`src/rtl/snake_pkg.sv`:
```
// Shared encodings for the Snake step controller: keyboard move codes,
// direction and game-state types, plus small decode helpers.
package snake_pkg;

  localparam logic [2:0] MV_NONE  = 3'd0;
  localparam logic [2:0] MV_UP    = 3'd1;
  localparam logic [2:0] MV_DOWN  = 3'd2;
  localparam logic [2:0] MV_LEFT  = 3'd3;
  localparam logic [2:0] MV_RIGHT = 3'd4;
  localparam logic [2:0] MV_START = 3'd5;
  localparam logic [2:0] MV_PAUSE = 3'd6;
  localparam logic [2:0] MV_NOP   = 3'd7;

  typedef enum logic [1:0] {
    DIR_UP    = 2'd0,
    DIR_RIGHT = 2'd1,
    DIR_DOWN  = 2'd2,
    DIR_LEFT  = 2'd3
  } dir_e;

  // Externally visible game state; WAIT reports as RUN.
  typedef enum logic [1:0] {
    ST_IDLE  = 2'd0,
    ST_RUN   = 2'd1,
    ST_PAUSE = 2'd2,
    ST_DEAD  = 2'd3
  } state_code_e;

  typedef enum logic [2:0] {
    FSM_IDLE,
    FSM_RUN,
    FSM_WAIT,
    FSM_PAUSE,
    FSM_DEAD
  } fsm_e;

  // Encoding is chosen so that the reverse direction differs only in bit 1.
  function automatic dir_e dir_opposite(input dir_e d);
    return dir_e'(d ^ 2'b10);
  endfunction

  function automatic logic is_dir_key(input logic [2:0] m);
    return (m == MV_UP) || (m == MV_DOWN) || (m == MV_LEFT) || (m == MV_RIGHT);
  endfunction

  function automatic dir_e key_to_dir(input logic [2:0] m);
    dir_e d;
    case (m)
      MV_UP:   d = DIR_UP;
      MV_DOWN: d = DIR_DOWN;
      MV_LEFT: d = DIR_LEFT;
      default: d = DIR_RIGHT;
    endcase
    return d;
  endfunction

  function automatic state_code_e state_code(input fsm_e f);
    state_code_e s;
    case (f)
      FSM_RUN, FSM_WAIT: s = ST_RUN;
      FSM_PAUSE:         s = ST_PAUSE;
      FSM_DEAD:          s = ST_DEAD;
      default:           s = ST_IDLE;
    endcase
    return s;
  endfunction

endpackage

```
`src/rtl/dir_queue.sv`:
```
// Two-entry direction FIFO. Candidates equal to, or the reverse of, the
// newest queued direction (or the live direction when empty) are dropped.
module dir_queue
  import snake_pkg::*;
(
  input  logic       clk,
  input  logic       rst_n,
  input  logic       flush_i,
  input  logic       push_i,
  input  logic [1:0] cand_i,
  input  logic       pop_i,
  input  logic [1:0] cur_dir_i,
  output logic [1:0] head_o,
  output logic       nonempty_o
);

  dir_e       q0_q, q1_q;
  logic [1:0] cnt_q;

  dir_e cand;
  dir_e tail;
  logic do_pop;
  logic do_push;

  assign cand = dir_e'(cand_i);

  always_comb begin
    tail = dir_e'(cur_dir_i);
    if (cnt_q == 2'd1) tail = q0_q;
    else if (cnt_q == 2'd2) tail = q1_q;
  end

  assign do_pop  = pop_i && (cnt_q != 2'd0);
  // A full queue still takes a candidate when the head leaves in the same cycle.
  assign do_push = push_i && (cand != tail) && (cand != dir_opposite(tail))
                   && ((cnt_q != 2'd2) || do_pop);

  assign head_o     = q0_q;
  assign nonempty_o = (cnt_q != 2'd0);

  always_ff @(posedge clk or negedge rst_n) begin
    if (!rst_n) begin
      q0_q  <= DIR_UP;
      q1_q  <= DIR_UP;
      cnt_q <= '0;
    end else if (flush_i) begin
      cnt_q <= '0;
    end else begin
      case ({do_push, do_pop})
        2'b10: begin
          if (cnt_q == 2'd0) q0_q <= cand;
          else               q1_q <= cand;
          cnt_q <= cnt_q + 2'd1;
        end
        2'b01: begin
          q0_q  <= q1_q;
          cnt_q <= cnt_q - 2'd1;
        end
        2'b11: begin
          if (cnt_q == 2'd1) begin
            q0_q <= cand;
          end else begin
            q0_q <= q1_q;
            q1_q <= cand;
          end
        end
        default: ;
      endcase
    end
  end

endmodule

```
`src/rtl/snake_step_ctrl.sv`:
```
// Snake game sequencer: key-event filtering, frame-paced step requests,
// start/pause/dead state machine, score and speed-up bookkeeping.
module snake_step_ctrl
  import snake_pkg::*;
#(
  parameter int unsigned FRAMES_PER_STEP = 8,
  parameter int unsigned MIN_FRAMES      = 2,
  parameter int unsigned SPEEDUP_EVERY   = 4,
  parameter int unsigned SCORE_W         = 8
) (
  input  logic               clk,
  input  logic               rst,
  input  logic [2:0]         move,
  input  logic               frame_tick,
  input  logic               step_done,
  input  logic               collide,
  input  logic               ate,
  output logic               step,
  output logic [1:0]         dir,
  output logic               grow,
  output logic               clear,
  output logic [1:0]         state,
  output logic [SCORE_W-1:0] score
);

  localparam int unsigned CNT_W = $clog2(FRAMES_PER_STEP + 1);
  localparam int unsigned APL_W = (SPEEDUP_EVERY > 1) ? $clog2(SPEEDUP_EVERY) : 1;

  localparam logic [CNT_W-1:0] PER_INIT = CNT_W'(FRAMES_PER_STEP);
  localparam logic [CNT_W-1:0] PER_MIN  = CNT_W'(MIN_FRAMES);
  localparam logic [APL_W-1:0] APL_LAST = APL_W'(SPEEDUP_EVERY - 1);

  logic [2:0]         move_q;
  fsm_e               fsm_q;
  state_code_e        state_q;
  dir_e               dir_q;
  logic               step_q;
  logic               grow_q;
  logic               clear_q;
  logic [SCORE_W-1:0] score_q;
  logic [CNT_W-1:0]   cnt_q;
  logic [CNT_W-1:0]   period_q;
  logic [APL_W-1:0]   apl_q;
  logic               grow_pend_q;
  logic               pause_pend_q;

  logic             key_ev;
  logic             ev_start;
  logic             ev_pause;
  logic             ev_dir;
  logic [CNT_W-1:0] cnt_inc;
  logic             fire;
  logic             q_push;
  logic             q_flush;
  logic [1:0]       q_head;
  logic             q_nonempty;

  // Edge-detect on the level-coded key so a held key yields a single event.
  assign key_ev   = (move != move_q) && (move != MV_NONE) && (move != MV_NOP);
  assign ev_start = key_ev && (move == MV_START);
  assign ev_pause = key_ev && (move == MV_PAUSE);
  assign ev_dir   = key_ev && is_dir_key(move);

  assign cnt_inc = cnt_q + 1'b1;
  // A pause key arriving on the completing frame takes priority over the step.
  assign fire    = (fsm_q == FSM_RUN) && frame_tick && !ev_pause && (cnt_inc >= period_q);
  assign q_push  = ev_dir && ((fsm_q == FSM_RUN) || (fsm_q == FSM_WAIT));
  assign q_flush = ev_start && ((fsm_q == FSM_IDLE) || (fsm_q == FSM_DEAD));

  dir_queue u_dir_queue (
    .clk        (clk),
    .rst_n      (rst),
    .flush_i    (q_flush),
    .push_i     (q_push),
    .cand_i     (key_to_dir(move)),
    .pop_i      (fire),
    .cur_dir_i  (dir_q),
    .head_o     (q_head),
    .nonempty_o (q_nonempty)
  );

  always_ff @(posedge clk or negedge rst) begin
    if (!rst) begin
      move_q       <= MV_NONE;
      fsm_q        <= FSM_IDLE;
      state_q      <= ST_IDLE;
      dir_q        <= DIR_RIGHT;
      step_q       <= 1'b0;
      grow_q       <= 1'b0;
      clear_q      <= 1'b0;
      score_q      <= '0;
      cnt_q        <= '0;
      period_q     <= PER_INIT;
      apl_q        <= '0;
      grow_pend_q  <= 1'b0;
      pause_pend_q <= 1'b0;
    end else begin
      move_q  <= move;
      step_q  <= 1'b0;
      grow_q  <= 1'b0;
      clear_q <= 1'b0;

      case (fsm_q)
        FSM_IDLE, FSM_DEAD: begin
          if (ev_start) begin
            clear_q      <= 1'b1;
            score_q      <= '0;
            dir_q        <= DIR_RIGHT;
            period_q     <= PER_INIT;
            cnt_q        <= '0;
            apl_q        <= '0;
            grow_pend_q  <= 1'b0;
            pause_pend_q <= 1'b0;
            fsm_q        <= FSM_RUN;
            state_q      <= state_code(FSM_RUN);
          end
        end

        FSM_RUN: begin
          if (ev_pause) begin
            fsm_q   <= FSM_PAUSE;
            state_q <= state_code(FSM_PAUSE);
          end else if (fire) begin
            if (q_nonempty) dir_q <= dir_e'(q_head);
            step_q      <= 1'b1;
            grow_q      <= grow_pend_q;
            grow_pend_q <= 1'b0;
            cnt_q       <= '0;
            fsm_q       <= FSM_WAIT;
            state_q     <= state_code(FSM_WAIT);
          end else if (frame_tick) begin
            cnt_q <= cnt_inc;
          end
        end

        FSM_WAIT: begin
          if (step_done) begin
            pause_pend_q <= 1'b0;
            if (collide) begin
              fsm_q   <= FSM_DEAD;
              state_q <= state_code(FSM_DEAD);
            end else begin
              if (ate) begin
                if (score_q != '1) score_q <= score_q + 1'b1;
                grow_pend_q <= 1'b1;
                if (apl_q == APL_LAST) begin
                  apl_q <= '0;
                  if (period_q > PER_MIN) period_q <= period_q - 1'b1;
                end else begin
                  apl_q <= apl_q + 1'b1;
                end
              end
              if (pause_pend_q || ev_pause) begin
                fsm_q   <= FSM_PAUSE;
                state_q <= state_code(FSM_PAUSE);
              end else begin
                fsm_q   <= FSM_RUN;
                state_q <= state_code(FSM_RUN);
              end
            end
          end else if (ev_pause) begin
            pause_pend_q <= 1'b1;
          end
        end

        FSM_PAUSE: begin
          if (ev_pause) begin
            fsm_q   <= FSM_RUN;
            state_q <= state_code(FSM_RUN);
          end
        end

        default: begin
          fsm_q   <= FSM_IDLE;
          state_q <= ST_IDLE;
        end
      endcase
    end
  end

  assign step  = step_q;
  assign dir   = dir_q;
  assign grow  = grow_q;
  assign clear = clear_q;
  assign state = state_q;
  assign score = score_q;

endmodule

```
`config.mk`:
```
export PLATFORM = sky130hd
export DESIGN_NAME = snake_step_ctrl
export DESIGN_NICKNAME = d
export VERILOG_FILES = /design/src/rtl/snake_pkg.sv /design/src/rtl/dir_queue.sv /design/src/rtl/snake_step_ctrl.sv
export SDC_FILE = /design/constraint.sdc
export NUM_CORES = 1
export LEC_CHECK = 0
export CAP_MARGIN = 10
export CORE_MARGIN = 10
export CORE_UTILIZATION = 62
export CTS_CLUSTER_DIAMETER = 40
export CTS_CLUSTER_SIZE = 8
export DETAILED_ROUTE_END_ITERATION = 10
export PLACE_DENSITY = 0.81
export SYNTH_ARGS = -nofsm -noshare
export SYNTH_HDL_FRONTEND = slang
export SYNTH_SLANG_ARGS = --single-unit
```
`constraint.sdc`:
```
create_clock -name clk -period 5.29 [get_ports clk]
set_clock_uncertainty 0.1 [all_clocks]
set_input_delay 1.058 -clock clk [delete_from_list [all_inputs] [get_ports clk]]
set_output_delay 1.058 -clock clk [all_outputs]
set_load 0.01 [all_outputs]
```
Word level (Yosys, flattened, before mapping)
Index checks and enable logic that the tools add are counted.
- register bits: 39
- bits of input ports: 9
- output and inout port bits: 15
- logic and storage cells: 181
- add/sub/neg operators: 6
- order comparisons: 2
- equality and inequality tests: 39
- muxes and demuxes: 73
- bitwise logic cells: 2
- reductions and logical operators: 43
- operators by type and width (kind ; count):
    2-bit 2-to-1 mux ; 23
    4-bit 2-to-1 mux ; 10
    8-bit 2-to-1 mux ; 5
    2-bit inequality test (second input constant) ; 10
    3-bit 2-to-1 mux ; 6
    1-bit 2-to-1 mux ; 16
    2-bit case mux with 2 select lines ; 4
    4-bit case mux with 2 select lines ; 2
    8-bit case mux with 2 select lines ; 1
    1-bit logical AND ; 14
    7-bit AND reduction ; 2
    3-bit by 2-bit equality test with 1-bit output (second input constant) ; 4
    3-bit equality test (second input constant) ; 4
    2-bit case mux with 3 select lines ; 2
    3-bit case mux with 4 select lines ; 1
    4-bit AND reduction ; 3
    3-bit nonzero test ; 4
    2-bit by 1-bit inequality test with 1-bit output (second input constant) ; 5
    5-bit AND reduction ; 2
    8-bit by 1-bit adder with 8-bit output (second input constant) ; 1
    2-bit equality test (second input constant) ; 4
    8-bit inequality test (second input constant) ; 1
    2-bit case mux with 4 select lines ; 1
    2-bit nonzero test ; 4
    other kinds (22) ; 36

Logic depth before layout (Yosys ltp)
Gate-level depths: netlist of run 1.
- word-level depth: 13
- depth in mapped cells: 9
- gate-level depth less buffers: 8

Modules after synthesis
A second synthesis of run 1 with hierarchy kept.
- cell total of the unflattened synthesis: 250
- area, all modules: 2524.9 sq um
- modules (own cells, without submodules) (module ; instances ; cells an instance ; area an instance (sq um) ; seq. area each (sq um)):
    snake_step_ctrl ; 1 ; 200 ; 2011.9 ; 828.3
    dir_queue ; 1 ; 50 ; 513.0 ; 150.1

Worst setup path before layout of run 1
No wires, ideal clock.
- path kind: input to register
- from: in move[1]
- to: reg score_q[7] (netlist: score[7])
- library setup time: 0.078 ns
- arrival: 2.779 ns
- data required time: 5.112 ns
- path slack: 2.333 ns
- stages: 9
- buffers on the path: 3
- cell sequence: buf_2 -> nand3b_1 -> or4_4 -> buf_6 -> clkinv_4 -> a21oi_2 -> buf_6 -> or4_1 -> a21oi_1
- cells in the longest elaborated chain, start to end: 6
- elaborated cells between the ends (all ways): 9
- classes of those cells: eq/ne (4); reduce/logical (5)
- RTL lines (element ; line ; text):
    start: declaration ; snake_step_ctrl.sv:13 ; input logic [2:0] move,
    3-bit inequality test or 3-bit nonzero test (tied branches) ; snake_step_ctrl.sv:59 ; assign key_ev = (move != move_q) && (move != MV_NONE) && (move != MV_NOP);
    1-bit logical AND (2 in series) ; snake_step_ctrl.sv:59 ;
    1-bit logical AND * ; snake_step_ctrl.sv:60 ; assign ev_start = key_ev && (move == MV_START);
    2-bit inequality test (no source line) * ; -- ;
    6-bit AND reduction (no source line) * ; -- ;
    end signal: assignment ; snake_step_ctrl.sv:144 ; if (score_q != '1) score_q <= score_q + 1'b1;
    end: declaration ; snake_step_ctrl.sv:40 ; logic [SCORE_W-1:0] score_q;
Mark *: on every way between the ends. The rest lies on a longest branch, timed or not.
A chain may end at the register's enable or synchronous reset.

Worst setup path in the final report of run 1
- from: in move[1]
- to: reg score_q[3] (netlist: score[3])
The elaborated chain is that of the path after synthesis.

==> results of run 1 <==
state kept, by name (all words and copies together), names as in the netlist:
signal	count
score	8
cnt_q	4
period_q	4
fsm_q	3
move_q	3
apl_q	2
dir	2
state	2
u_dir_queue.cnt_q	2
u_dir_queue.head_o	2
u_dir_queue.q1_q	2
clear	1
grow	1
grow_pend_q	1
pause_pend_q	1
step	1
kinds of logic after synthesis:
logic type	share of synthesized area (%)
DFF	39.2
and+or+nand+nor	20.9
adders and majority gates	6.02
AOI/OAI and AO/OA	22.4
xor gates and xnor gates	2.46
muxes	3.41
buffers and inverters	5.57
cell usage after synthesis, types with 3 or more instances:
cell and number:
mux2_2 4, nor2_1 13, nand4_1 5, a21oi_1 11, a22oi_1 3, a21o_1 3, ha_1 12, o21a_1 4
buf_2 5, or4_1 4, clkbuf_1 4, inv_1 16, dfrtp_1 37, and3b_1 4, nor3_1 9, o31ai_1 9
nand3_1 6, o41ai_1 3, mux2i_1 4, nand3b_1 4, or3b_2 3, xor2_1 6, nor2b_1 7, nor3b_1 3
nand2_1 17, o21ai_0 13, a22o_1 5, nand2b_1 4
path summary, 6_finish.rpt:
| check | slack [ps] | cells past startpoint | startpoint | end |
|---|---|---|---|---|
| setup / recovery | 2000 | 7 | move[1] | score[3]$_DFFE_PN0P_ |
| hold / removal | 410 | 2 | u_dir_queue.head_o[1]$_DFFE_PN0P_ | dir[1]$_DFFE_PN0P_ |
| setup reg to reg | 2240 | 8 | cnt_q[0]$_DFFE_PN0P_ | state[0]$_DFFE_PN0P_ |
| hold reg to reg | 410 | 2 | u_dir_queue.head_o[1]$_DFFE_PN0P_ | dir[1]$_DFFE_PN0P_ |
| max in group asynchronous | 3770 | 1 | rst | u_dir_queue.q1_q[0]$_DFFE_PN0P_ |
| min in group asynchronous | 770 | 1 | rst | score[0]$_DFFE_PN0P_ |
through the flow:
step / power [W] / hold WS, ps / worst slack, ps / cell area (sq um) / std cells
final: 0.00112 / 405 / 2000 / 2800 / 329
after global routing: 0.00120 / 424 / 1890 / 2800 / 329
after CTS: 0.00111 / 409 / 2020 / 2800 / 329
after detailed placement: 0.000900 / 392 / 1700 / 2710 / 321
after global placement: 0.000889 / 362 / 1800 / 2710 / 321
after floorplan: 0.000776 / 341 / 2330 / 2490 / 262
power groups by stage:
stage / sequential (W) / clock, W / combinational (W)
floorplan: 0.000416 / 0 / 0.000360
global placement: 0.000445 / 0 / 0.000444
detailed placement: 0.000445 / 0 / 0.000454
CTS: 0.000440 / 0.000212 / 0.000457
global route: 0.000452 / 0.000223 / 0.000521
finish: 0.000443 / 0.000211 / 0.000462
final cells by class:
class                           instances  area [sq um]  area share [%]
Inverter                               17          68.8            2.46
Multi-Input combinational cell        194          1380            49.2
Timing Repair Buffer                   23           225            8.04
Sequential cell                        39           978            34.9
Tap cell                               48          60.1            2.14
Clock inverter                          1          5.00           0.179
Clock buffer                            7          86.3            3.08
layer usage:
| layer | part of all wire [%] | routed length (um) |
|---|---|---|
| met1 | 45 | 2540 |
| met2 | 46 | 2610 |
| met3 | 7.0 | 397 |
| met4 | 2.1 | 120 |
| met5 | 0 | 0 |
cells in the final DEF (no fill, tap or decap), types with 4 or more instances in the layout:
cell type	n
nand2b_1	4
clkbuf_8	6
o21a_1	4
o21ai_0	13
dfrtp_1	37
mux2_2	4
or4_1	4
clkdlybuf4s50_1	22
nand4_1	5
o31ai_1	9
and3b_1	4
nand3b_1	4
mux2i_1	4
xor2_1	6
nor3_1	9
nor2_1	13
inv_1	16
nand3_1	6
a21oi_1	11
nand2_1	17
nor2b_1	7
ha_1	12
a22o_1	5
worst register-to-register path, delay by kind of cell (launching register included):
kind,cells,cell delay (ps)
AO/OA/AOI/OAI,3,870
adder cells (fa/ha/maj),2,520
XOR/XNOR,1,150
AND/OR/NAND/NOR,1,480
flip-flops,1,420
multiplexers,1,410
==> reports/summary.txt, run 1 <==
Clk root buf - clkbuf_8
Die area - 0.00696 sq mm
P per Cell Area - 398 mW/mm^2
Synth Area per Inst - 9.52 sq um
Post_cts resized - 0
Inserted Diodes - 0
Clock slew at reported path FFs - 80 ps
Kind of cell adding the most delay to the critical path - simple AND/OR/NAND/NOR gates
Post-detail-place hpwl - 4.14 mm
Htree depth - 2
Worst Path Arrival - 3420 ps
Slew Limit Fails - 0
Hold buffer count at cts - 0
Yosys top cell area share - 37.1%
Rows - 22
Synth Warn # - 0
Unrepaired setup endpoints after global routing - no
Post-synth ARST share - 100%
P&R area growth vs syn - 12.3%
Share of layout cells above drive strength 1 - 8.19%
HP Class - reg2reg
Initial core utilization - 66.2%
Final core occ - 74.3%
Sequential share of the synthesized area - 39.2%
Setup tns final - 0 ps
Post-route ant nets - 0
Logic gate share of total power - 41.4%
Part of the power in registers - 39.7%
Crit-path max FO - 15
Clk buf depth - 2
Setup crit start kind - primary input
Die H - 83.4 um
Worst relative slew slack - 42.1%
GP Congestion - 0.867
Maximum vdd ir drop - 0.239 mV
Busiest metal layer after global routing - met2
Flops & latches, synth - 39
Critical Path Sink Type - flop
Met1 usage - 19.5%
Top area cells in the synthesized netlist - dfrtp_1, ha_1, o31ai_1, o21ai_0, nand2_1
Die Wd - 83.4 um
Drt pass-1 iters - 4
DRC - 0
Post-synthesis cell count - 262
Net Sw Frac - 39.8%
Detailed router's first-iteration violation count - 152
Layout Nets - 301
Min cycle time layout - 3290 ps
Req. time, crit path - 5420 ps
CTS buffer count - 5
Vias in the first global route - 2022
Routed len/inst - 17.2 um
Initial antenna violation count - 0
Global-route wire length before repair - 9.43 mm
Core area - 0.00377 sq mm
Yosys cell types - 59
Fill cells - 307
Top FF cell, synth - dfrtp_1
Via density - 6.43
Mapped cell area - 0.00249 sq mm
Area leader, netlist - dfrtp_1
Worst Tran Pin Value - 868 ps
Internal power - 0.000672 W
Crit-path cells - clkdlybuf4s50_1 > nand3b_1 > or4_4 > clkinv_4 > a21oi_2 > or4_1 > a21oi_1
M2 GR Usage - 24.9%
Drt total wl - 5.67 mm
Leakage - 1.20 nW
Largest net degree at the start of global routing - 40
NetSw - 0.000444 W
TritonCTS clock tree - yes
Met3 Use GR - 3.91%
Remaining Overflow, GRT - 0
Clk_lat worst skew - 300 ps
Clock Sinks - 39
Fin crit share - 62.3%
I/O Buffers - 23
Crit Path Category - in2reg
Post-CTS setup buffer count - 0
Gr usage total - 15.8%
Max cap viols - 0
Clock power share - 18.9%
Net Count, Synth - 283
Via count - 2116
CP bufs+invs - 2
Worst path max stage delay - 560 ps
Final setup viols - 0
EDFF count, synth - 0
Slowest CP cell - clkdlybuf4s50_1
Fmax - 304 MHz
Status - finished clean
Num ports - 24
Final hold vios - 0
No activity file was read; power rests on OpenSTA's default activity.
==> run 2: changes to the inputs <==
--- a/config.mk
+++ b/config.mk
@@ -7,11 +7,11 @@
 export LEC_CHECK = 0
 export CAP_MARGIN = 10
 export CORE_MARGIN = 10
-export CORE_UTILIZATION = 62
+export CORE_UTILIZATION = 57
 export CTS_CLUSTER_DIAMETER = 40
 export CTS_CLUSTER_SIZE = 8
 export DETAILED_ROUTE_END_ITERATION = 10
-export PLACE_DENSITY = 0.81
+export PLACE_DENSITY = 0.76
 export SYNTH_ARGS = -nofsm -noshare
 export SYNTH_HDL_FRONTEND = slang
 export SYNTH_SLANG_ARGS = --single-unit
==> constraint.sdc (replaced) <==
create_clock -name clk -period 3.07 [get_ports clk]
set_clock_uncertainty 0.1 [all_clocks]
set_input_delay 0.614 -clock clk [delete_from_list [all_inputs] [get_ports clk]]
set_output_delay 0.614 -clock clk [all_outputs]
set_load 0.01 [all_outputs]
==> run 2 against run 1 <==
  * Sequential share of layout area shrank 1.4 points
  * Utilization shrank 6.4 points
  * Routed wire length grew 7.4%
  * Critical path type is now reg2reg
  * Largest cell class unchanged
  * Largest power group unchanged
==> reports/summary.txt, run 2 (synthesis gave the netlist of run 1 again) <==
Crit Path Category - reg2reg (was in2reg)
Htree depth - 2 (unchanged)
Initial antenna violation count - 0 (unchanged)
Fill cells - 356 (was 307)
Min cycle time layout - 2760 ps
Post-CTS setup buffer count - 0 (unchanged)
Clock power share - 17.5% (was 18.9%)
Clk_lat worst skew - 300 ps (about the same)
Initial core utilization - 58.1% (was 66.2%)
Remaining Overflow, GRT - 0 (unchanged)
P per Cell Area - 674 mW/mm^2 (was 398 mW/mm^2)
Dpl ws - 151 ps (was 1700 ps)
Crit-path cells - ha_1 > xor2_1 > ha_1 > nor3_1 > o21a_1 > o41ai_1 > buf_4 > o32ai_1 > mux2_2 (was clkdlybuf4s50_1 > nand3b_1 > or4_4 > clkinv_4 > a21oi_2 > or4_1 > a21oi_1)
Via count - 2197 (was 2116)
Inserted Diodes - 0 (unchanged)
NetSw - 0.000786 W (was 0.000444 W)
PnR worst setup slack - 314 ps (was 2000 ps)
Layout Nets - 317 (was 301)
Worst relative slew slack - 41.2% (was 42.1%)
Drt pass-1 iters - 4 (unchanged)
Clk root buf - clkbuf_8 (unchanged)
Leakage - 1.27 nW (was 1.20 nW)
Max cap viols - 0 (unchanged)
DRC - 0 (unchanged)
Slew Limit Fails - 0 (unchanged)
Clk buf depth - 2 (unchanged)
Internal power - 0.00118 W (was 0.000672 W)
Post-detail-place hpwl - 4.53 mm (was 4.14 mm)
Critical Path Sink Type - flop (unchanged)
Logic gate share of total power - 44.9% (was 41.4%)
Commonest non-fill, non-tap cell in the layout - dfrtp_1 (unchanged)
Req. time, crit path - 3150 ps (was 5420 ps)
Maximum vdd ir drop - 0.356 mV (was 0.239 mV)
I/O Buffers - 23 (unchanged)
Setup crit start kind - flop (was primary input)
Gr usage total - 16.5% (was 15.8%)
Final hold vios - 0 (unchanged)
Final setup viols - 0 (unchanged)
Net Sw Frac - 40.0% (was 39.8%)
P&R area growth vs syn - 16.9% (was 12.3%)
Clock Sinks - 39 (unchanged)
Post_cts resized - 0 (unchanged)
Commonest cells after routing, fill and taps aside - dfrtp_1, clkdlybuf4s50_1, nand2_1 (unchanged)
Worst path max stage delay - 420 ps (was 560 ps)
GP Congestion - 0.915 (was 0.867)
Part of the power in registers - 37.7% (was 39.7%)
Die H - 86.2 um (was 83.4 um)
Die Wd - 86.2 um (was 83.4 um)
Vias in the first global route - 2174 (was 2022)
Via density - 6.30 (was 6.43)
Crit-path max FO - 8 (was 15)
HP Class - in2async (was reg2reg)
Largest register FFs - 8 (unchanged)
Num ports - 24 (unchanged)
Global-route wire length before repair - 10.1 mm (was 9.43 mm)
Status - finished clean (unchanged)
Rows - 24 (was 22)
Routed len/inst - 17.5 um (was 17.2 um)
Core area - 0.00429 sq mm (was 0.00377 sq mm)
TritonCTS clock tree - yes (unchanged)
Unrepaired setup endpoints after global routing - no (unchanged)
Slowest CP cell - dfrtp_1 (was clkdlybuf4s50_1)
CTS buffer count - 5 (unchanged)
Fin crit share - 89.8%
Detailed router's first-iteration violation count - 166 (was 152)
Hold buffer count at cts - 0 (unchanged)
Worst Tran Pin Value - 881 ps (was 868 ps)
Drt total wl - 6.09 mm (was 5.67 mm)
Setup tns final - 0 ps (unchanged)
Post-route ant nets - 0 (unchanged)
Die area - 0.00742 sq mm (was 0.00696 sq mm)
Fmax - 363 MHz
Worst Path Arrival - 2830 ps (was 3420 ps)
CP dominant cell by count - ha_1
Largest net degree at the start of global routing - 40 (unchanged)
Clock slew at reported path FFs - 80 ps (about the same)
Share of layout cells above drive strength 1 - 12.8% (was 8.19%)
run 2: changes by cell type in the layout (fill, tap and decap cells not counted), sizes merged:
cell  previous run  this run
buf              1        17
run 2: final cells by class:
type / instances / area [sq um] / share of cell area (%)
multi-input combinational: 194 / 1380 / 47.2
sequential: 39 / 978 / 33.5
timing repair buffer: 39 / 345 / 11.8
clock buffer: 7 / 76.3 / 2.62
inverter: 17 / 68.8 / 2.36
tap: 52 / 65.1 / 2.23
clock inverter: 1 / 5.00 / 0.172
run 2: final timing paths:
path                                              start                           endpoint  slack [ps]  cells after the start
worst min register to register  grow_pend_q$_DFFE_PN0P_            grow_pend_q$_DFFE_PN0P_         400                      1
worst max register to register     cnt_q[0]$_DFFE_PN0P_               state[0]$_DFFE_PN0P_         310                      9
min in group clk                grow_pend_q$_DFFE_PN0P_            grow_pend_q$_DFFE_PN0P_         400                      1
max in group asynchronous                           rst  u_dir_queue.head_o[1]$_DFFE_PN0P_        1980                      1
worst min-delay path                                rst               score[0]$_DFFE_PN0P_         330                      1
worst max-delay path               cnt_q[0]$_DFFE_PN0P_               state[0]$_DFFE_PN0P_         310                      9
run 2: metrics by stage:
stage,instances,area (sq um),util [%],power (W),hold WS (ps)
after CTS,349,2920,67.9,0.00195,370
after global placement,341,2840,66.0,0.00158,352
final,349,2920,67.9,0.00196,333
after detailed placement,341,2840,66.0,0.00162,378
after global routing,349,2920,67.9,0.00211,403
after floorplan,262,2490,-,0.00134,218
run 2: worst max-delay path, delay by kind of cell (launching register included):
kind                       cells  cell delay [ps]
AOI/OAI and AO/OA              3              740
muxes                          1              400
adders and majority gates      2              460
buffers and inverters          1              150
and+or+nand+nor                1              210
DFF                            1              420
xor gates and xnor gates       1              160
run 2: routing by layer:
metal	vias to the layer above	track usage, %	wire, um
met2	62	28.4	2940
li1	1055	-	-
met4	0	7.04	137
met3	14	4.36	309
met5	-	0	0
met1	1066	18.8	2710
run 2: power groups by stage:
stage	clock (W)	sequential [W]	combinational (W)
final	0.000343	0.000740	0.000882
after global routing	0.000373	0.000755	0.000985
after CTS	0.000342	0.000735	0.000876
after detailed placement	0	0.000745	0.000871
after global placement	0	0.000742	0.000840
after floorplan	0	0.000717	0.000620
==> run 3: changes to the inputs <==
--- a/config.mk
+++ b/config.mk
@@ -6,11 +6,13 @@
 export NUM_CORES = 1
 export LEC_CHECK = 0
 export CAP_MARGIN = 10
+export CORE_ASPECT_RATIO = 1.25
 export CORE_MARGIN = 10
 export CORE_UTILIZATION = 57
 export CTS_CLUSTER_DIAMETER = 40
 export CTS_CLUSTER_SIZE = 8
 export DETAILED_ROUTE_END_ITERATION = 10
+export GPL_TIMING_DRIVEN = 0
 export PLACE_DENSITY = 0.76
 export SYNTH_ARGS = -nofsm -noshare
 export SYNTH_HDL_FRONTEND = slang
==> run 3 against run 2 <==
  * Combinational power fell by 3.4%
  * Register-to-register slack improved by 96 ps
  * Hold slack barely moved
  * Clock-buffer cell count fell by 1
  * Critical path depth fell by 2
  * Final cell count did not move
==> reports/summary.txt, run 3 (synthesis gave the netlist of run 1 again) <==
HP Class - in2async (unchanged)
Detailed router's first-iteration violation count - 80 (was 166)
Post-route ant nets - 0 (unchanged)
Initial antenna violation count - 0 (unchanged)
PnR worst setup slack - 277 ps (was 314 ps)
Worst Path Arrival - 2880 ps (was 2830 ps)
Post_cts resized - 0 (unchanged)
Area occupied by multi-input gates - 0.00139 sq mm (was 0.00138 sq mm)
Worst relative slew slack - 42.1% (was 41.2%)
Via density - 6.03 (was 6.30)
Logic gate share of total power - 40.9% (was 44.9%)
Internal power - 0.00132 W (was 0.00118 W)
Post-detail-place hpwl - 4.26 mm (was 4.53 mm)
Fin crit share - 91.0% (was 89.8%)
Drt pass-1 iters - 4 (unchanged)
Htree depth - 2 (unchanged)
Layout Nets - 313 (was 317)
Clock power share - 24.4% (was 17.5%)
Clk root buf - clkbuf_8 (unchanged)
Min cycle time layout - 2790 ps (was 2760 ps)
Gr usage total - 16.6% (was 16.5%)
Final setup viols - 0 (unchanged)
Worst r2r src - cnt_q[0]$_DFFE_PN0P_ (unchanged)
Final hold vios - 0 (unchanged)
Largest register FFs - 8 (unchanged)
Share of layout cells above drive strength 1 - 10.9% (was 12.8%)
Clock Sinks - 39 (unchanged)
P per Cell Area - 712 mW/mm^2 (was 674 mW/mm^2)
Unrepaired setup endpoints after global routing - no (unchanged)
Register-to-Register Setup Slack - 410 ps (was 310 ps)
Slew Limit Fails - 0 (unchanged)
Via count - 2105 (was 2197)
Net Sw Frac - 36.7% (was 40.0%)
Worst Tran Pin Value - 869 ps (was 881 ps)
Post-CTS setup buffer count - 0 (unchanged)
Hold buffer count at cts - 0 (unchanged)
CTS buffer count - 5 (unchanged)
P&R area growth vs syn - 17.5% (was 16.9%)
Worst Setup EP - u_dir_queue.q1_q[0]$_DFFE_PN0P_ (was state[0]$_DFFE_PN0P_)
Commonest cells after routing, fill and taps aside - dfrtp_1, clkdlybuf4s50_1, nand2_1 (unchanged)
Commonest non-fill, non-tap cell in the layout - dfrtp_1 (unchanged)
Num ports - 24 (unchanged)
Critical path origin - move[0] (was cnt_q[0]$_DFFE_PN0P_)
Drt total wl - 5.72 mm (was 6.09 mm)
Worst R2R Path Depth - 9 (unchanged)
Maximum vdd ir drop - 0.357 mV (was 0.356 mV)
Largest net degree at the start of global routing - 40 (unchanged)
Vias in the first global route - 2196 (was 2174)
Status - finished clean (unchanged)
Clk_lat worst skew - 300 ps (about the same)
Core area - 0.00416 sq mm (was 0.00429 sq mm)
I/O Buffers - 23 (unchanged)
Setup tns final - 0 ps (unchanged)
Clock slew at reported path FFs - 80 ps (about the same)
Max cap viols - 0 (unchanged)
Clk buf depth - 2 (unchanged)
Critical Path Sink Type - flop (unchanged)
Setup crit start kind - primary input (was flop)
Die area - 0.00744 sq mm (was 0.00742 sq mm)
Req. time, crit path - 3160 ps (was 3150 ps)
NetSw - 0.000766 W (was 0.000786 W)
Leakage - 1.26 nW (was 1.27 nW)
Crit Path Category - in2reg (was reg2reg)
Worst r2r dst - state[0]$_DFFE_PN0P_ (unchanged)
Rows - 26 (was 24)
Die Wd - 79.2 um (was 86.2 um)
Dpl ws - -42.7 ps (was 151 ps)
Fill cells - 355 (was 356)
Reg area - 978 sq um (unchanged)
TritonCTS clock tree - yes (unchanged)
Global-route wire length before repair - 10.2 mm (was 10.1 mm)
Part of the power in registers - 34.8% (was 37.7%)
GP Congestion - 0.884 (was 0.915)
Fmax - 358 MHz (was 363 MHz)
DRC - 0 (unchanged)
Remaining Overflow, GRT - 0 (unchanged)
Routed len/inst - 16.4 um (was 17.5 um)
Inserted Diodes - 0 (unchanged)
Die H - 94.0 um (was 86.2 um)
Crit-path max FO - 9 (was 8)
Total power draw - 0.00209 W (was 0.00196 W)
Initial core utilization - 59.9% (was 58.1%)
## run 3: final cells by class
class	count	area share (%)
multi-input combinational	194	47.3
sequential	39	33.4
timing repair buffer	23	7.69
clock buffer	6	2.48
buffer	12	2.39
tap	56	2.39
inverter	17	2.35
clock inverter	2	2.05
## run 3: power groups by stage
stage	Combinational, W	Sequential, W	Clock (W)
after floorplan	0.000620	0.000717	0
after global placement	0.000814	0.000729	0
after detailed placement	0.000837	0.000731	0
after CTS	0.000845	0.000724	0.000521
after global routing	0.000974	0.000738	0.000537
final	0.000852	0.000725	0.000508
## run 3: worst min-delay path by stage
stage          cells past startpoint  slack, ps                       to               startpoint
2_1_floorplan                      0        220     apl_q[0]$_DFFE_PN0P_                      rst
3_3_place_gp                       1        350  grow_pend_q$_DFFE_PN0P_  grow_pend_q$_DFFE_PN0P_
3_5_place_dp                       1        370  grow_pend_q$_DFFE_PN0P_  grow_pend_q$_DFFE_PN0P_
4_1_cts                            1        360      move_q[2]$_DFF_PN0_                      rst
5_1_grt                            1        390  period_q[2]$_DFFE_PN0P_                      rst
6_report                           1        330     score[3]$_DFFE_PN0P_                      rst
## run 3: critical path, stage by stage
cell             delay, ps
clkdlybuf4s50_1        470
buf_2                  190
or3b_2                 450
a221o_1                370
a21oi_2                260
nand4_1                210
mux2_2                 320
## run 3: metal layers
metal  vias up  part of all wire, %  wire, um  GRT usage (%)
li1       1041                    -         -              -
met1      1004                   43      2450           18.9
met2        50                   50      2870           28.5
met3        10                  5.2       298           4.02
met4         0                  1.7        99           7.34
met5         -                    0         0              0
## run 3: through the flow
step | area, sq um | util, % | hold slack [ps] | instances
2_1_floorplan | 2490 | - | 218 | 262
5_1_grt | 2930 | 70.4 | 394 | 349
3_5_place_dp | 2790 | 67.0 | 366 | 341
3_3_place_gp | 2800 | 67.1 | 351 | 341
6_report | 2930 | 70.4 | 333 | 349
4_1_cts | 2920 | 70.2 | 364 | 349
==> RTL change (settings of run 2) <==
Set the parameter `SPEEDUP_EVERY` to 2 (it was 4).
--- a/src/rtl/snake_step_ctrl.sv
+++ b/src/rtl/snake_step_ctrl.sv
@@ -5,7 +5,7 @@
 #(
   parameter int unsigned FRAMES_PER_STEP = 8,
   parameter int unsigned MIN_FRAMES      = 2,
-  parameter int unsigned SPEEDUP_EVERY   = 4,
+  parameter int unsigned SPEEDUP_EVERY   = 2,
   parameter int unsigned SCORE_W         = 8
 ) (
   input  logic               clk,
Check against the original RTL: no difference found for any inputs over 10 cycles, from zero or initial values and one cycle with rst low; that may be too few to reach the edited logic, so the function may still have changed.
==> RTL change against run 2 <==
Total power rose by 14%. Largest power group unchanged. Count of clock-buffer cells in the layout fell by 1. Routed wire length fell by 20%. Cell area fell by 6.5%. Largest cell class unchanged. Die area fell by 5.3%. Via count fell by 13%. Critical endpoint is now u_dir_queue.cnt_q[0]. Non-clock buffer count fell by 4. Worst setup slack improved by 0.12 ns. Sequential cell count fell by 1. Synthesized area fell by 6.9%. Sequential share of layout area rose by 1.4 points.
==> RTL change: results (changes against run 2) <==
Run status
  – Outcome: finished clean (unchanged)

Synthesis
  – Register area share after synthesis: 0.4103 (was 0.3922)
  – Async SR Flop Fraction: 1.000 (unchanged)
  – Top_reg_cell synth: dfrtp_1 (unchanged)
  – Synth cell count leaders: dfrtp_1, nor2_1, inv_1 (was dfrtp_1, nand2_1, inv_1)
  – Cells taking the most area after synthesis: dfrtp_1, ha_1, nor2_1 (was dfrtp_1, ha_1, o31ai_1)
  – Mean Syn Cell Area: 9.484 µm² (was 9.522 µm²)
  – Post-synthesis xor/xnor area fraction: 0.06031 (was 0.02457)
  – Syn Nets: 265 (was 283)
  – Yosys warns: 0 (unchanged)
  – Synth unique cells: 54 (was 59)
  – Synth Area in Compound Gates: 0.1664 (was 0.2242)
  – Adder-cell share of the synthesized area: 0.05924 (was 0.06018)
  – Mux contribution to synthesized area: 0.04470 (was 0.03410)

Place
  – Placer Congestion: 0.8982 (was 0.9145)
  – Placed insts: 319 (was 341)
  – HPWL after DPL: 3635 µm (was 4533 µm)
  – Worst slack at placement: 0.1280 ns (was 0.1509 ns)
  – Placed inst area: 2645 µm² (was 2835 µm²)

Setup path
  – Worst setup path end: u_dir_queue.cnt_q[0] (was state[0])
  – Worst r2r path cells: 9 (unchanged)
  – CP startpoint: move[0] (was cnt_q[0])
  – Critical Path Fanout Max: 4 (was 8)
  – FF-to-FF End: state[1] (was state[0])
  – Worst endpoint data arrival time: 2.75 ns (was 2.83 ns)
  – Crit-path max cell delay: 0.51 ns (was 0.42 ns)
  – Slowest cell on the critical path: clkdlybuf4s50_1 (was dfrtp_1)

Route
  – Initial DRC Count: 105 (was 166)
  – Routed len/inst: 14.95 µm (was 17.46 µm)
  – First drt pass iteration count: 5 (was 4)
  – Vias per std cell: 5.817 (was 6.295)

Clock tree
  – CTS resizes: 0 (unchanged)
  – Longest Clk Path Bufs: 2 (unchanged)
  – Clock transition at path regs: 0.08 ns (about the same)
  – Total CTS buffers: 5 (unchanged)
  – Worst-Skew Late Latency: 0.29 ns
  – Root buffer cell: clkbuf_8 (unchanged)

STA
  – Final setup TNS: 0 ns (unchanged)
  – Pins over their slew limit: 0 (unchanged)
  – F_max: 379.5 MHz (was 362.8 MHz)
  – Slew Limit Headroom: 0.4412 (was 0.4124)

Cells and area
  – Antenna cells: 0 (unchanged)
  – Finished Layout Cells: 327 (was 349)
  – Largest register FFs: 8 (unchanged)
  – Layout cells sized above 1: 0.1119 (was 0.1279)
  – Fin nets: 296 (was 317)

GRT
  – Global-route wire length before repair: 8638 µm (was 10,150 µm)
  – Number of global-route vias before repair: 1,853 (was 2,174)
  – Tot GR Track Use: 0.1457 (was 0.1653)
  – Largest net degree at the start of global routing: 39 (was 40)

Power
  – Leakage: 1.222 nW (was 1.270 nW)
  – Max VDD drop: 496.6 µV (was 355.8 µV)

Hold path
  – Hold crit path type: primary input to asynchronous set/reset pin (unchanged)
-- RTL change: cell types whose count changed after synthesis, sizes merged, moves of 3 or more --
| cell | run 2 | this run |
|---|---|---|
| o31ai | 9 | 5 |
| nor3 | 9 | 5 |
| a21oi | 13 | 7 |
| xnor2 | 1 | 7 |
| or4 | 5 | 0 |
| nor2b | 7 | 4 |
| mux2i | 4 | 7 |
| xor2 | 6 | 9 |
| nor2 | 13 | 25 |
| buf | 8 | 5 |
| o21ai | 13 | 10 |
| o21a | 4 | 1 |
-- RTL change: metal layers --
metal | vias up | track usage | routed length (µm) | share of wire
met5 | - | 0 | 0 | 0
met4 | 0 | 0.06088 | 84 | 0.017
met3 | 9 | 0.05078 | 332 | 0.068
met2 | 52 | 0.2195 | 2248 | 0.46
met1 | 905 | 0.1838 | 2222 | 0.45
li1 | 936 | - | - | -
-- RTL change: area by class of cell --
| class | instances | area (µm²) |
|---|---|---|
| sequential | 38 | 953.4 |
| clock inverter | 2 | 10.01 |
| tap | 50 | 62.56 |
| multi-input combinational | 179 | 1250 |
| timing repair buffer | 35 | 315.3 |
| clock buffer | 6 | 72.57 |
| fill | 318 | 1244 |
| inverter | 17 | 63.81 |
-- RTL change: worst max-delay path, delay by kind of cell --
family	cells	cell delay, ns
compound gates	2	0.54
simple gates	4	1.08
buf+inv	1	0.51
-- RTL change: power by group --
part,switching (mW),internal [mW],leakage [nW]
Combinational,0.569,0.520,0.690
Clock,0.177,0.157,0.0450
Sequential,0.169,0.655,0.488
Total,0.915,1.33,1.22
-- RTL change: metrics by stage --
step                  util  hold WS [ns]
finish              0.6868        0.3154
CTS                 0.6868        0.3445
floorplan                -        0.2184
global placement    0.6660        0.3707
detailed placement  0.6660        0.3901
global route        0.6868        0.3942
